File: src/rtl/logicnet_lut_layer_pipe_if.sv
// Streaming interface for a LUT layer: per-neuron address vectors in,
// per-neuron results out, valid/ready on both sides.
interface logicnet_lut_layer_pipe_if #(
    parameter int N_NEURONS = 4,
    parameter int FAN_IN    = 3,
    parameter int IN_BITS   = 2,
    parameter int OUT_BITS  = 2
);
    localparam int ADDR_W = FAN_IN * IN_BITS;

    logic                          in_valid;
    logic                          in_ready;
    logic [N_NEURONS*ADDR_W-1:0]   in_data;
    logic                          out_valid;
    logic                          out_ready;
    logic [N_NEURONS*OUT_BITS-1:0] out_data;

    // Producer of input vectors and consumer of results
    modport master (
        output in_valid, in_data, out_ready,
        input  in_ready, out_valid, out_data
    );

    // The layer itself
    modport slave (
        input  in_valid, in_data, out_ready,
        output in_ready, out_valid, out_data
    );
endinterface

File: src/rtl/logicnet_lut_layer_pipe.sv
// Pipelined layer of truth-table neurons held in runtime-writable
// distributed RAM. Tables are zeroed after reset, then a two-stage
// pipeline (address register, lookup register) streams vectors.
module logicnet_lut_layer_pipe #(
    parameter int N_NEURONS  = 4,
    parameter int FAN_IN     = 3,
    parameter int IN_BITS    = 2,
    parameter int OUT_BITS   = 2,
    localparam int ADDR_W    = FAN_IN * IN_BITS,
    localparam int SEL_W     = (N_NEURONS > 1) ? $clog2(N_NEURONS) : 1
) (
    input  logic                    clk,
    input  logic                    rst,
    logicnet_lut_layer_pipe_if.slave stream,
    input  logic                    cfg_we,
    input  logic [SEL_W-1:0]        cfg_sel,
    input  logic [ADDR_W-1:0]       cfg_addr,
    input  logic [OUT_BITS-1:0]     cfg_data,
    output logic                    cfg_err,
    output logic                    busy
);
    localparam int DEPTH = 2 ** ADDR_W;

    typedef enum logic {StClear, StRun} state_t;

    state_t                        state;
    logic [ADDR_W-1:0]             clr_cnt;
    logic                          s1_valid;
    logic                          s2_valid;
    logic [N_NEURONS*ADDR_W-1:0]   s1_data;
    logic [N_NEURONS*OUT_BITS-1:0] s2_data;
    logic [N_NEURONS*OUT_BITS-1:0] lookup;
    logic [OUT_BITS-1:0]           lut_mem [N_NEURONS][DEPTH];

    logic sel_ok;
    logic s1_load;
    logic s2_load;
    logic in_ready_w;
    logic in_fire;

    // Unused select codes (non power-of-two layer) count as out of range
    always_comb begin
        sel_ok = 1'b0;
        for (int k = 0; k < N_NEURONS; k++) begin
            if (cfg_sel == SEL_W'(k)) sel_ok = 1'b1;
        end
    end

    // Stage handshakes; a config write steals the input slot for its cycle
    always_comb begin
        s2_load    = !s2_valid || stream.out_ready;
        s1_load    = !s1_valid || s2_load;
        in_ready_w = (state == StRun) && !cfg_we && s1_load;
        in_fire    = stream.in_valid && in_ready_w;
    end

    // Asynchronous table read of the address held in S1
    always_comb begin
        lookup = '0;
        for (int k = 0; k < N_NEURONS; k++) begin
            lookup[k*OUT_BITS +: OUT_BITS] = lut_mem[k][s1_data[k*ADDR_W +: ADDR_W]];
        end
    end

    assign stream.in_ready  = in_ready_w;
    assign stream.out_valid = s2_valid;
    assign stream.out_data  = s2_data;

    // Table storage: sweep-clear in StClear, config writes otherwise (no reset on RAM)
    always_ff @(posedge clk) begin
        for (int k = 0; k < N_NEURONS; k++) begin
            if (state == StClear) begin
                lut_mem[k][clr_cnt] <= '0;
            end else if (rst && cfg_we && cfg_sel == SEL_W'(k)) begin
                lut_mem[k][cfg_addr] <= cfg_data;
            end
        end
    end

    // Clear/run FSM, error pulse and pipeline valid/data registers
    always_ff @(posedge clk) begin
        if (!rst) begin
            state    <= StClear;
            clr_cnt  <= '0;
            busy     <= 1'b1;
            cfg_err  <= 1'b0;
            s1_valid <= 1'b0;
            s2_valid <= 1'b0;
            s1_data  <= '0;
            s2_data  <= '0;
        end else begin
            unique case (state)
                StClear: begin
                    cfg_err <= cfg_we;
                    clr_cnt <= clr_cnt + ADDR_W'(1);
                    if (clr_cnt == ADDR_W'(DEPTH - 1)) begin
                        state <= StRun;
                        busy  <= 1'b0;
                    end
                end
                StRun: begin
                    cfg_err <= cfg_we && !sel_ok;
                end
                default: begin
                    state <= StClear;
                end
            endcase

            if (s2_load) begin
                s2_valid <= s1_valid;
                if (s1_valid) s2_data <= lookup;
            end
            if (s1_load) begin
                s1_valid <= in_fire;
                if (in_fire) s1_data <= stream.in_data;
            end
        end
    end
endmodule

File: src/flat_wrapper.sv
// flat-port wrapper written by rule: the top's interface ports become plain ports
module logicnet_lut_layer_pipe_flat 
#(
    parameter int N_NEURONS  = 4,
    parameter int FAN_IN     = 3,
    parameter int IN_BITS    = 2,
    parameter int OUT_BITS   = 2,
    localparam int ADDR_W    = FAN_IN * IN_BITS,
    localparam int SEL_W     = (N_NEURONS > 1) ? $clog2(N_NEURONS) : 1
)
  (clk, rst, cfg_we, cfg_sel, cfg_addr, cfg_data, cfg_err, busy, stream_in_valid, stream_in_data, stream_out_ready, stream_in_ready, stream_out_valid, stream_out_data);
  logicnet_lut_layer_pipe_if #(.N_NEURONS(N_NEURONS), .FAN_IN(FAN_IN), .IN_BITS(IN_BITS), .OUT_BITS(OUT_BITS)) stream_i ();
  input  logic clk;
  input  logic rst;
  input  logic cfg_we;
  input  logic [SEL_W-1:0] cfg_sel;
  input  logic [ADDR_W-1:0] cfg_addr;
  input  logic [OUT_BITS-1:0] cfg_data;
  output logic cfg_err;
  output logic busy;
  input wire logic [$bits(stream_i.in_valid)-1:0] stream_in_valid;
  input wire logic [$bits(stream_i.in_data)-1:0] stream_in_data;
  input wire logic [$bits(stream_i.out_ready)-1:0] stream_out_ready;
  output wire logic [$bits(stream_i.in_ready)-1:0] stream_in_ready;
  output wire logic [$bits(stream_i.out_valid)-1:0] stream_out_valid;
  output wire logic [$bits(stream_i.out_data)-1:0] stream_out_data;
  assign stream_i.in_valid = stream_in_valid;
  assign stream_i.in_data = stream_in_data;
  assign stream_i.out_ready = stream_out_ready;
  assign stream_in_ready = stream_i.in_ready;
  assign stream_out_valid = stream_i.out_valid;
  assign stream_out_data = stream_i.out_data;
  logicnet_lut_layer_pipe #(.N_NEURONS(N_NEURONS), .FAN_IN(FAN_IN), .IN_BITS(IN_BITS), .OUT_BITS(OUT_BITS)) u_core (.clk(clk), .rst(rst), .stream(stream_i), .cfg_we(cfg_we), .cfg_sel(cfg_sel), .cfg_addr(cfg_addr), .cfg_data(cfg_data), .cfg_err(cfg_err), .busy(busy));
endmodule
File: config.mk
export PLATFORM = sky130hd
export DESIGN_NAME = logicnet_lut_layer_pipe_flat
export DESIGN_NICKNAME = d
export VERILOG_FILES = /design/src/rtl/logicnet_lut_layer_pipe_if.sv /design/src/rtl/logicnet_lut_layer_pipe.sv /design/src/flat_wrapper.sv
export SDC_FILE = /design/constraint.sdc
export NUM_CORES = 1
export LEC_CHECK = 0
export BUFFER_PORTS_ARGS = -buffer_cell sky130_fd_sc_hd__clkbuf_2
export CAP_MARGIN = 40
export CORE_MARGIN = 2
export CORE_UTILIZATION = 41
export CTS_CLUSTER_DIAMETER = 150
export CTS_CLUSTER_SIZE = 8
export DETAILED_ROUTE_END_ITERATION = 8
export GPL_TIMING_DRIVEN = 0
export SETUP_SLACK_MARGIN = 0.4
export SYNTH_ARGS = -nofsm -noshare
export SYNTH_HDL_FRONTEND = slang
export SYNTH_SLANG_ARGS = --single-unit
File: constraint.sdc
create_clock -name clk -period 2.6 [get_ports clk]
set_clock_uncertainty 0.05 [all_clocks]
set_input_delay 0.13 -clock clk [delete_from_list [all_inputs] [get_ports clk]]
set_output_delay 0.13 -clock clk [all_outputs]
set_load 0.1 [all_outputs]
[After elaboration in Yosys (flattened, before gate mapping)]
Memory sizes are Yosys's and may differ from the RTL's.
Index checks and enable logic that the tools add are counted.
Storage, ports and cells
  bits in registers: 43
  bits in latches: 0
  memory bits (read-only): 0
  logic and storage cells: 1110
  bits in writable memories: 512
  output and inout bits: 12
  input port bits: 39
  memories kept: 1
Memories
  u_core.lut_mem: words 4, width 128, rd ports 4, clocked after memory_dff 0, wr ports 4, RTL line logicnet_lut_layer_pipe.sv:33  | logic [OUT_BITS-1:0] lut_mem [N_NEURONS][DEPTH];
Operators by class
  div/mod/pow operators: 0
  multiply operators: 0
  reduce and logical (&&, ||, !) cells: 21
  add/sub/neg operators: 1
  shift-type cells: 0
  muxes and demuxes: 548
  bitwise logic cells: 519
  equality and inequality tests: 4
  $lt $le $gt $ge: 8
Operators by type and width (number)
  128-bit 2-to-1 mux: 5
  1-bit 2-to-1 mux: 526
  1-bit bitwise OR: 512
  2-bit binary-select mux with 6-bit select: 4
  7-bit greater-or-equal comparator (second input constant): 6
  6-bit inverter with 7-bit output: 6
  2-bit demux with 6-bit select: 2
  2-bit 2-to-1 mux: 10
  7-bit by 1-bit < comparator with 1-bit output (second input constant): 2
  1-bit logical AND: 11
  6-bit by 1-bit adder with 6-bit output (second input constant): 1
  6-bit == test (second input constant): 1
  2-bit AND reduction: 3
  2-bit == test (second input constant): 2
  1-bit logical NOT: 4
  2-bit by 1-bit == test with 1-bit output (second input constant): 1
  2-bit logical NOT: 1
  1-bit logical OR: 2
  1-bit case mux with 2 select lines: 1
  1-bit inverter: 1

[Logic depth before layout (Yosys ltp)]
Gate-level depths: netlist of the first run.
  word-level depth: 8
  mapped depth: 8
  mapped depth without buffers: 5

[Worst setup path before layout of the first run]
OpenSTA, ideal clock, no wires.
  kind: reg-to-reg
  start point: reg u_core.s2_valid (netlist: u_core.stream.out_valid)
  end point: reg u_core.s1_data[9]
  data arrival time: 3.578 ns
  path buffers: 1
  stages on the path, launching flop included: 7
  clock period less this slack: 3.744 ns
  setup slack: -1.144 ns
  required time: 2.434 ns
  library setup time: 0.116 ns
  cells stage by stage: dfxtp_1 nor2b_1 a21oi_1 nand2_1 buf_2 mux2i_1 nor2b_1
Between the ends
  longest elaborated chain between the ends: 6
RTL lines
  from (decl): RTL line logicnet_lut_layer_pipe.sv:29  | logic s2_valid;
  from (signal assigned): RTL line logicnet_lut_layer_pipe.sv:110  | s2_valid <= s1_valid;
  1-bit logical NOT: RTL line logicnet_lut_layer_pipe.sv:51  | s2_load = !s2_valid || stream.out_ready;
  1-bit logical OR: RTL line logicnet_lut_layer_pipe.sv:51
  1-bit logical OR: RTL line logicnet_lut_layer_pipe.sv:52  | s1_load = !s1_valid || s2_load;
  1-bit logical AND: RTL line logicnet_lut_layer_pipe.sv:53  | in_ready_w = (state == StRun) && !cfg_we && s1_load;
  named net stream_in_ready: RTL line flat_wrapper.sv:24  | output wire logic [$bits(stream_i.in_ready)-1:0] stream_in_ready;
  1-bit logical AND: RTL line logicnet_lut_layer_pipe.sv:54  | in_fire = stream.in_valid && in_ready_w;
  2-bit AND reduction (no source line)
  to (signal assigned): RTL line logicnet_lut_layer_pipe.sv:115  | if (in_fire) s1_data <= stream.in_data;
  to (decl): RTL line logicnet_lut_layer_pipe.sv:30  | logic [N_NEURONS*ADDR_W-1:0] s1_data;
The timed path passes the listed nets, and every way through them passes these cells.
A chain may end at the register's enable or synchronous reset.

==> metrics.txt, run 1 <==
Core ar. 68,300 sq um; sequential cell area fraction in the yosys report 57.5%; clock sink total 555; required time worst endpoint 2.85 ns; crit-path cells nand2b_1, nor3_2, buf_4, nand2_1, nand2_1; H-tree depth 3; commonest non-fill, non-tap cell in the layout nand2_1; Period minus WS final 2.20 ns; Worst-Skew Late Latency 0.63 ns; met3 GRT Util 4.37%; area grow syn2layout 15.9%; row count 96; Multi-input gate area 10,900 sq um; Avg Cell Area, Syn 11.8 sq um; most frequent cells in the layout 580 x nand2_1, 519 x and3_1, 512 x edfxtp_1; CP max stage delay 0.40 ns; CTS tree yes; EDFF count, synth 512; CP most frequent cell nand2_1; Final GP Congestion 0.984; status finished clean; MaxCap Viol Count 0; CTS buffer count 79; hpwl dp 74,300 um; Final Max Slew Viols 0; Leakage Power 12.7 nW; number of remaining DRC errors 0; Buf+Inv Stages, Crit Path 1; fill count 6,018; CTS max path bufs 3; CP Data Arrival Time 2.45 ns; RSZ-0062 raised after global routing yes; Final Hold Vio Count 0; Max Clk Rate 455 MHz; met2 usage 42.5%; antenna violation net count after detailed routing 0; Layout Cells excl Fill 3,506; Ports 51; Initial Utilization 41.3%; Root Buffer clkbuf_16; die area 71,000 sq um; Seq cells post-synth 555; largest net degree at the start of global routing 11; Syn. warnings 0; number of DRC markers in iteration 0 2,525; Post-synth top flop edfxtp_1; post-layout util 47.9%; DR vias/cell 6.04; fin crit share 84.5%; Synthesized Nets 2,436; critical path launch point type register; crit path max fanout 7; initial antenna violation count 0; global route total overflow 0; Power Total 0.0200 W; GRT Overall Usage 27.0%; vias in the first global route 20.2k; M1 GR Usage 37.3%; global routing's busiest layer met2; WL/cell 27.5 um; first-pass GRT wire length 137,000 um; Setup-failing EPs final 0; Setup crit end kind register; Unique masters post-synth 41; pwr/cell area 613 nW/um^2; final wirelength 96,400 um; Hold WC Path Type in2reg; crit-path leading delay family simple AND/OR/NAND/NOR gates; Post-synth ARST share 0%; drt pass-1 iters 6; placed cells 3,329; share of layout cells above drive strength 1 15.2%; cell count after synthesis 2,396; vias 21.2k; worst slew pin tran 0.996 ns; die width 266 um; Reg clk slew, reported paths 0.05 ns; Crit Path Class reg2reg; Critical-path top delay cell nor3_2; Cell Area, Synth 28,200 sq um; Die Ht 266 um; Worst slew margin 33.6%; Buffers on Ports 42; register area 16,200 sq um; maximum resistive drop on vdd 425 uV; nets 2,611
## cell usage after synthesis (16+ instances only)
| cell | number | area (sq um) |
|---|---|---|
| edfxtp_1 | 512 | 15400 |
| mux4_2 | 93 | 2090 |
| buf_2 | 41 | 205 |
| nor2_1 | 82 | 308 |
| a22oi_1 | 40 | 300 |
| and3_1 | 521 | 3260 |
| nand2_1 | 582 | 2180 |
| mux4_1 | 43 | 1130 |
| dfxtp_1 | 43 | 861 |
| nor2b_1 | 38 | 238 |
| clkbuf_1 | 213 | 800 |
| o21ai_1 | 16 | 80.1 |
| mux2i_1 | 25 | 250 |
## flip-flops by register name, indices dropped and copies added, names as in the netlist
name / count
u_core.s1_data: 24
u_core.clr_cnt: 6
u_core.stream.out_data: 8
u_core.state: 1
u_core.cfg_err: 1
u_core.busy: 1
u_core.stream.out_valid: 1
u_core.s1_valid: 1
u_core.lut_mem: 512
## final timing paths
check	start	endpoint	slack, ns	cells past startpoint
setup reg to reg	u_core.state$_SDFF_PN0_	u_core.lut_mem[2][61]$_SDFFCE_PN0P_	0.40	5
hold / removal	rst	u_core.s1_valid$_SDFFE_PN0P_	0.08	3
hold reg to reg	u_core.stream.out_data[3]$_SDFFE_PN0P_	u_core.stream.out_data[3]$_SDFFE_PN0P_	0.50	2
setup / recovery	u_core.state$_SDFF_PN0_	u_core.lut_mem[2][61]$_SDFFCE_PN0P_	0.40	5
## where the power goes
group	internal [W]	total [W]	switching, W	leakage (nW)
sequential	0.00967	0.00969	0.0000194	4.02
clock	0.00584	0.00972	0.00388	1.09
combinational	0.000168	0.000623	0.000454	7.59
total	0.0157	0.0200	0.00435	12.7
## cell families (layout without fill, tap and decap cells)
| kind of cell | count (synthesis) | count (layout) | synth area share (%) |
|---|---|---|---|
| adders and majority gates | 1 | 1 | 0.0443 |
| other | 0 | 2 | 0 |
| and+or+nand+nor | 1313 | 1313 | 23.4 |
| muxes | 169 | 169 | 12.6 |
| xor gates and xnor gates | 3 | 3 | 0.0931 |
| AOI/OAI and AO/OA | 79 | 79 | 2.07 |
| buffers and inverters | 276 | 502 | 4.28 |
| DFF | 555 | 555 | 57.5 |
## layer usage
metal / share of wire (%) / wire length, um
met1: 40 / 38200
met2: 46 / 44700
met3: 10 / 10000
met4: 3.7 / 3550
met5: 0 / 0
## metrics by stage
step	area, sq um	setup WS (ns)	setup TNS [ns]	hold WS (ns)
after detailed placement	29600	-0.342	-40.13	0.326
after CTS	32400	0.385	0	0.0418
after global placement	29600	-0.611	-61.92	0.319
final	32700	0.402	0	0.0798
after global routing	32700	0.372	0	0.0883
after floorplan	28200	0.405	0	0.203
## area by class of cell
class,count,share of cell area (%)
repair buffers,94,2.18
flip-flops and latches,555,49.7
diodes,2,0.0153
plain buffers,276,4.38
well taps,882,3.37
clock inverters,4,0.103
multi-input cells,1565,33.4
clock buffers,128,6.87
## what timing repair did
action / 4_1_cts / 5_1_grt
endpoints found under the hold margin: 27 / 0
buffers inserted: 3 / 9
resized for setup: 80 / 81
endpoints found under the setup margin: 1013 / 758
pin swaps: 3 / 6
hold buffers: 31 / 0
## worst reg2reg max path, cell delays in order, from the launching register on
cell and delay (ns):
dfxtp_4 0.39, nand2b_1 0.29, nor3_2 0.40, buf_4 0.24, nand2_1 0.24, nand2_1 0.25
Note: power is estimated with default switching activity, not from simulation.
==> run 2: changes to the inputs <==
ABC_AREA = 1   (was not set)
clock period = 2 ns   (was 2.6 ns; I/O delays follow)
==> run 2 against run 1 <==
Clock-buffer cell count is 7 higher. Clock power is 32% higher. Cell count is 25% higher. Final area is 14% higher. Sequential cell count stayed put. Register-to-register slack worse by 0.31 ns. Via count is 19% higher. Sequential power is 30% higher. Die area is 4.8% lower. Area after synthesis is 4.9% lower. Non-clock buffer count is 49 higher. First-iteration DRC count is 41% higher. Critical path type is now in2reg. Largest cell class unchanged. Largest power group unchanged.
==> metrics.txt, run 2 <==
status finished clean; sequential cell area fraction in the yosys report 60.5% (+3.0 points); commonest non-fill, non-tap cell in the layout nand2_1; Leakage Power 17.5 nW (+38%); most frequent cells in the layout 646 x nand2_1, 594 x nor2_1, 512 x edfxtp_1; Switching Fraction 22.4% (+0.71 points); Initial Utilization 41.6% (+0.27 points); Worst-Skew Late Latency 0.64 ns (about the same); area grow syn2layout 38.6%; initial antenna violation count 0 (unchanged); worst slew pin tran 1.02 ns (+0.0262 ns); CP max stage delay 0.99 ns (+0.59 ns); CP Data Arrival Time 2.28 ns (-0.17 ns); row count 93 (-3.1%); Seq cells post-synth 555 (unchanged); global route total overflow 0 (unchanged); largest net degree at the start of global routing 11 (unchanged); Crit Path Class in2reg; DR vias/cell 5.76 (-4.7%); maximum resistive drop on vdd 559 uV (+32%); antenna violation net count after detailed routing 0 (unchanged); required time worst endpoint 2.28 ns (-0.57 ns); largest family of logic cells by synthesized area simple AND/OR/NAND/NOR gates; critical path launch point type input port; Synth Area in Adders 0.0466% (+0.0023 points); part of the power in registers 47.7% (-0.7 points); CTS max path bufs 3 (unchanged); first-pass GRT wire length 156,000 um (+14%); Final Hold Vio Count 0 (unchanged); cell count after synthesis 3,164 (+32%); Unique masters post-synth 20 (-51%); Reg clk slew, reported paths 0.05 ns (about the same); Final Max Slew Viols 0 (unchanged); Post-synth top flop edfxtp_1; Core ar. 64,600 sq um (-5.5%); final wirelength 112,000 um (+16%); pre-CTS setup slack -0.980 ns (-0.637 ns); worst reg2reg startpoint u_core.clr_cnt[0]$_SDFFE_PN0N_; Post-synth ARST share 0% (unchanged); number of DRC markers in iteration 0 3,551 (+41%); crit-path cells clkbuf_2, inv_1, nand3_1, nor2_1, nand2_1, nand2_1; Final GP Congestion 1.02 (+3.5%); Avg Cell Area, Syn 8.48 sq um (-28%); die width 260 um (-2.4%); most frequent cell after synthesis nand2_1; Critical-path top delay cell nor2_1; Post-Synth XOR/XNOR Area 0% (-0.093 points); crit path max fanout 8 (+1); Cell Area, Synth 26,800 sq um (-4.9%); Buffers on Ports 50 (+19%); simple-gate area share of the yosys netlist 34.7% (+11 points); die area 67,500 sq um (-4.8%); Reg2Reg Depth 6 (+1); pwr/cell area 709 nW/um^2 (+16%); nets 3,511 (+34%); post-layout util 57.6% (+9.8 points); mux cell area share after synthesis 0% (-13 points); Logic pwr share 3.7% (+0.6 points); crit path from cfg_addr[2]; complex-gate fraction of the synthesized area 1.15% (-0.92 points); post-layout worst setup margin 0.000937 ns (-0.401 ns); Hold WC Path Type in2reg; Max Clk Rate 500 MHz; CP most frequent cell nand2_1; drt pass-1 iters 9 (+3); leading area contributor after synthesis edfxtp_1; EDFF count, synth 512 (unchanged); Ports 51 (unchanged); vias 25.3k (+19%); clock share of power 48.6% (about the same); share of the synthesized area in the top cell type 57.3% (+2.8 points); vias in the first global route 24.1k (+19%); hold path depth 4 (+1); Hold Startpoint stream_in_valid; P_int 0.0205 W (+31%); share of layout cells above drive strength 1 30.6% (+15 points); max FFs per register 512 (unchanged); Synth area leaders edfxtp_1 57%, nand2_1 16%, nand3_1 9.2%; number of remaining DRC errors 0 (unchanged); Root Buffer clkbuf_16; most frequent cells after synthesis 1,178 x nand2_1, 615 x nor2_1, 512 x edfxtp_1, 492 x nand3_1, 141 x clkbuf_1; Syn. warnings 0 (unchanged); Synthesized Nets 3,204 (+32%); Setup-failing EPs final 0 (unchanged); Period minus WS final 2.00 ns; hpwl dp 81,700 um (+10%); Most flops, register u_core.lut_mem; H-tree depth 3 (unchanged); RSZ-0062 raised after global routing yes; GRT Overall Usage 32.4% (+5.3 points); MaxCap Viol Count 0 (unchanged); CTS buffer count 79 (unchanged); clock sink total 555 (unchanged); CTS tree yes; Setup crit end kind register; WL/cell 25.5 um (-7.4%); Switch Pwr 0.00592 W (+36%); fin crit share 100%; Worst slew margin 31.6% (-2.0 points); Die Ht 260 um (-2.4%)
run 2: cell count changes after synthesis, sizes merged, moves of 38 or more:
cell | previous run | this run
nor2 | 82 | 615
nand3 | 14 | 492
nand2 | 582 | 1178
nor2b | 38 | 0
inv | 0 | 51
mux4 | 136 | 0
and3 | 521 | 0
clkbuf | 213 | 141
a22oi | 40 | 0
run 2: worst paths after layout:
path,end,slack (ns)
worst max-delay path,u_core.lut_mem[1][47]$_DFFE_PP_,0.0009
worst min register to register,u_core.busy$_SDFFE_PN1P_,0.42
worst min-delay path,u_core.s1_data[0]$_SDFFE_PN0P_,0.02
worst max register to register,u_core.lut_mem[1][80]$_DFFE_PP_,0.09
run 2: cell type report:
type	count	area, sq um
clock inverters	4	33.8
diodes	1	2.50
fillers	5476	27400
clock buffers	135	2270
flip-flops and latches	555	16300
multi-input cells	2357	12700
inverters	59	299
well taps	855	1070
repair buffers	226	2410
plain buffers	193	2130
run 2: cells by family (layout without fill, tap and decap cells):
group,after synthesis,in the layout
AOI/OAI and AO/OA,60,60
adders and majority gates,1,1
buffers and inverters,252,617
DFF,555,555
other,0,1
and+or+nand+nor,2296,2296
run 2: repair_timing:
item,CTS,global route
endpoints found under the hold margin,27,1
buffers inserted,48,28
pin swaps,65,62
gates cloned,13,5
endpoints found under the setup margin,1035,1009
hold buffers,26,1
resized for setup,512,331
run 2: critical path: cells and delay by family:
| family | cells | cell delay, ns |
|---|---|---|
| buf+inv | 2 | 0.27 |
| simple gates | 4 | 1.89 |
run 2: metrics by stage:
step / hold WS (ns) / total power, W / instance area, sq um / setup TNS [ns] / cells
final: 0.0220 / 0.0264 / 37200 / 0 / 4385
after global routing: 0.0154 / 0.0268 / 37200 / 0 / 4384
after CTS: 0.00383 / 0.0263 / 35700 / 0 / 4348
after detailed placement: 0.333 / 0.0136 / 30600 / -176.01 / 4122
after global placement: 0.336 / 0.0135 / 30100 / -423.05 / 4069
after floorplan: 0.237 / 0.0132 / 28800 / -0.322 / 3164
run 2: power groups by stage:
stage	sequential [W]	combinational, W	clock, W
2_1_floorplan	0.0128	0.000371	0
3_3_place_gp	0.0128	0.000712	0
3_5_place_dp	0.0128	0.000751	0
4_1_cts	0.0126	0.000892	0.0128
5_1_grt	0.0126	0.000995	0.0132
6_report	0.0126	0.000967	0.0128
run 2: per-layer routing:
layer	up-vias	global-route usage, %	wire (um)
li1	11100	-	-
met1	12200	41.9	42200
met2	1569	49.8	49000
met3	363	6.22	12100
met4	0	21.0	8380
met5	-	0	0
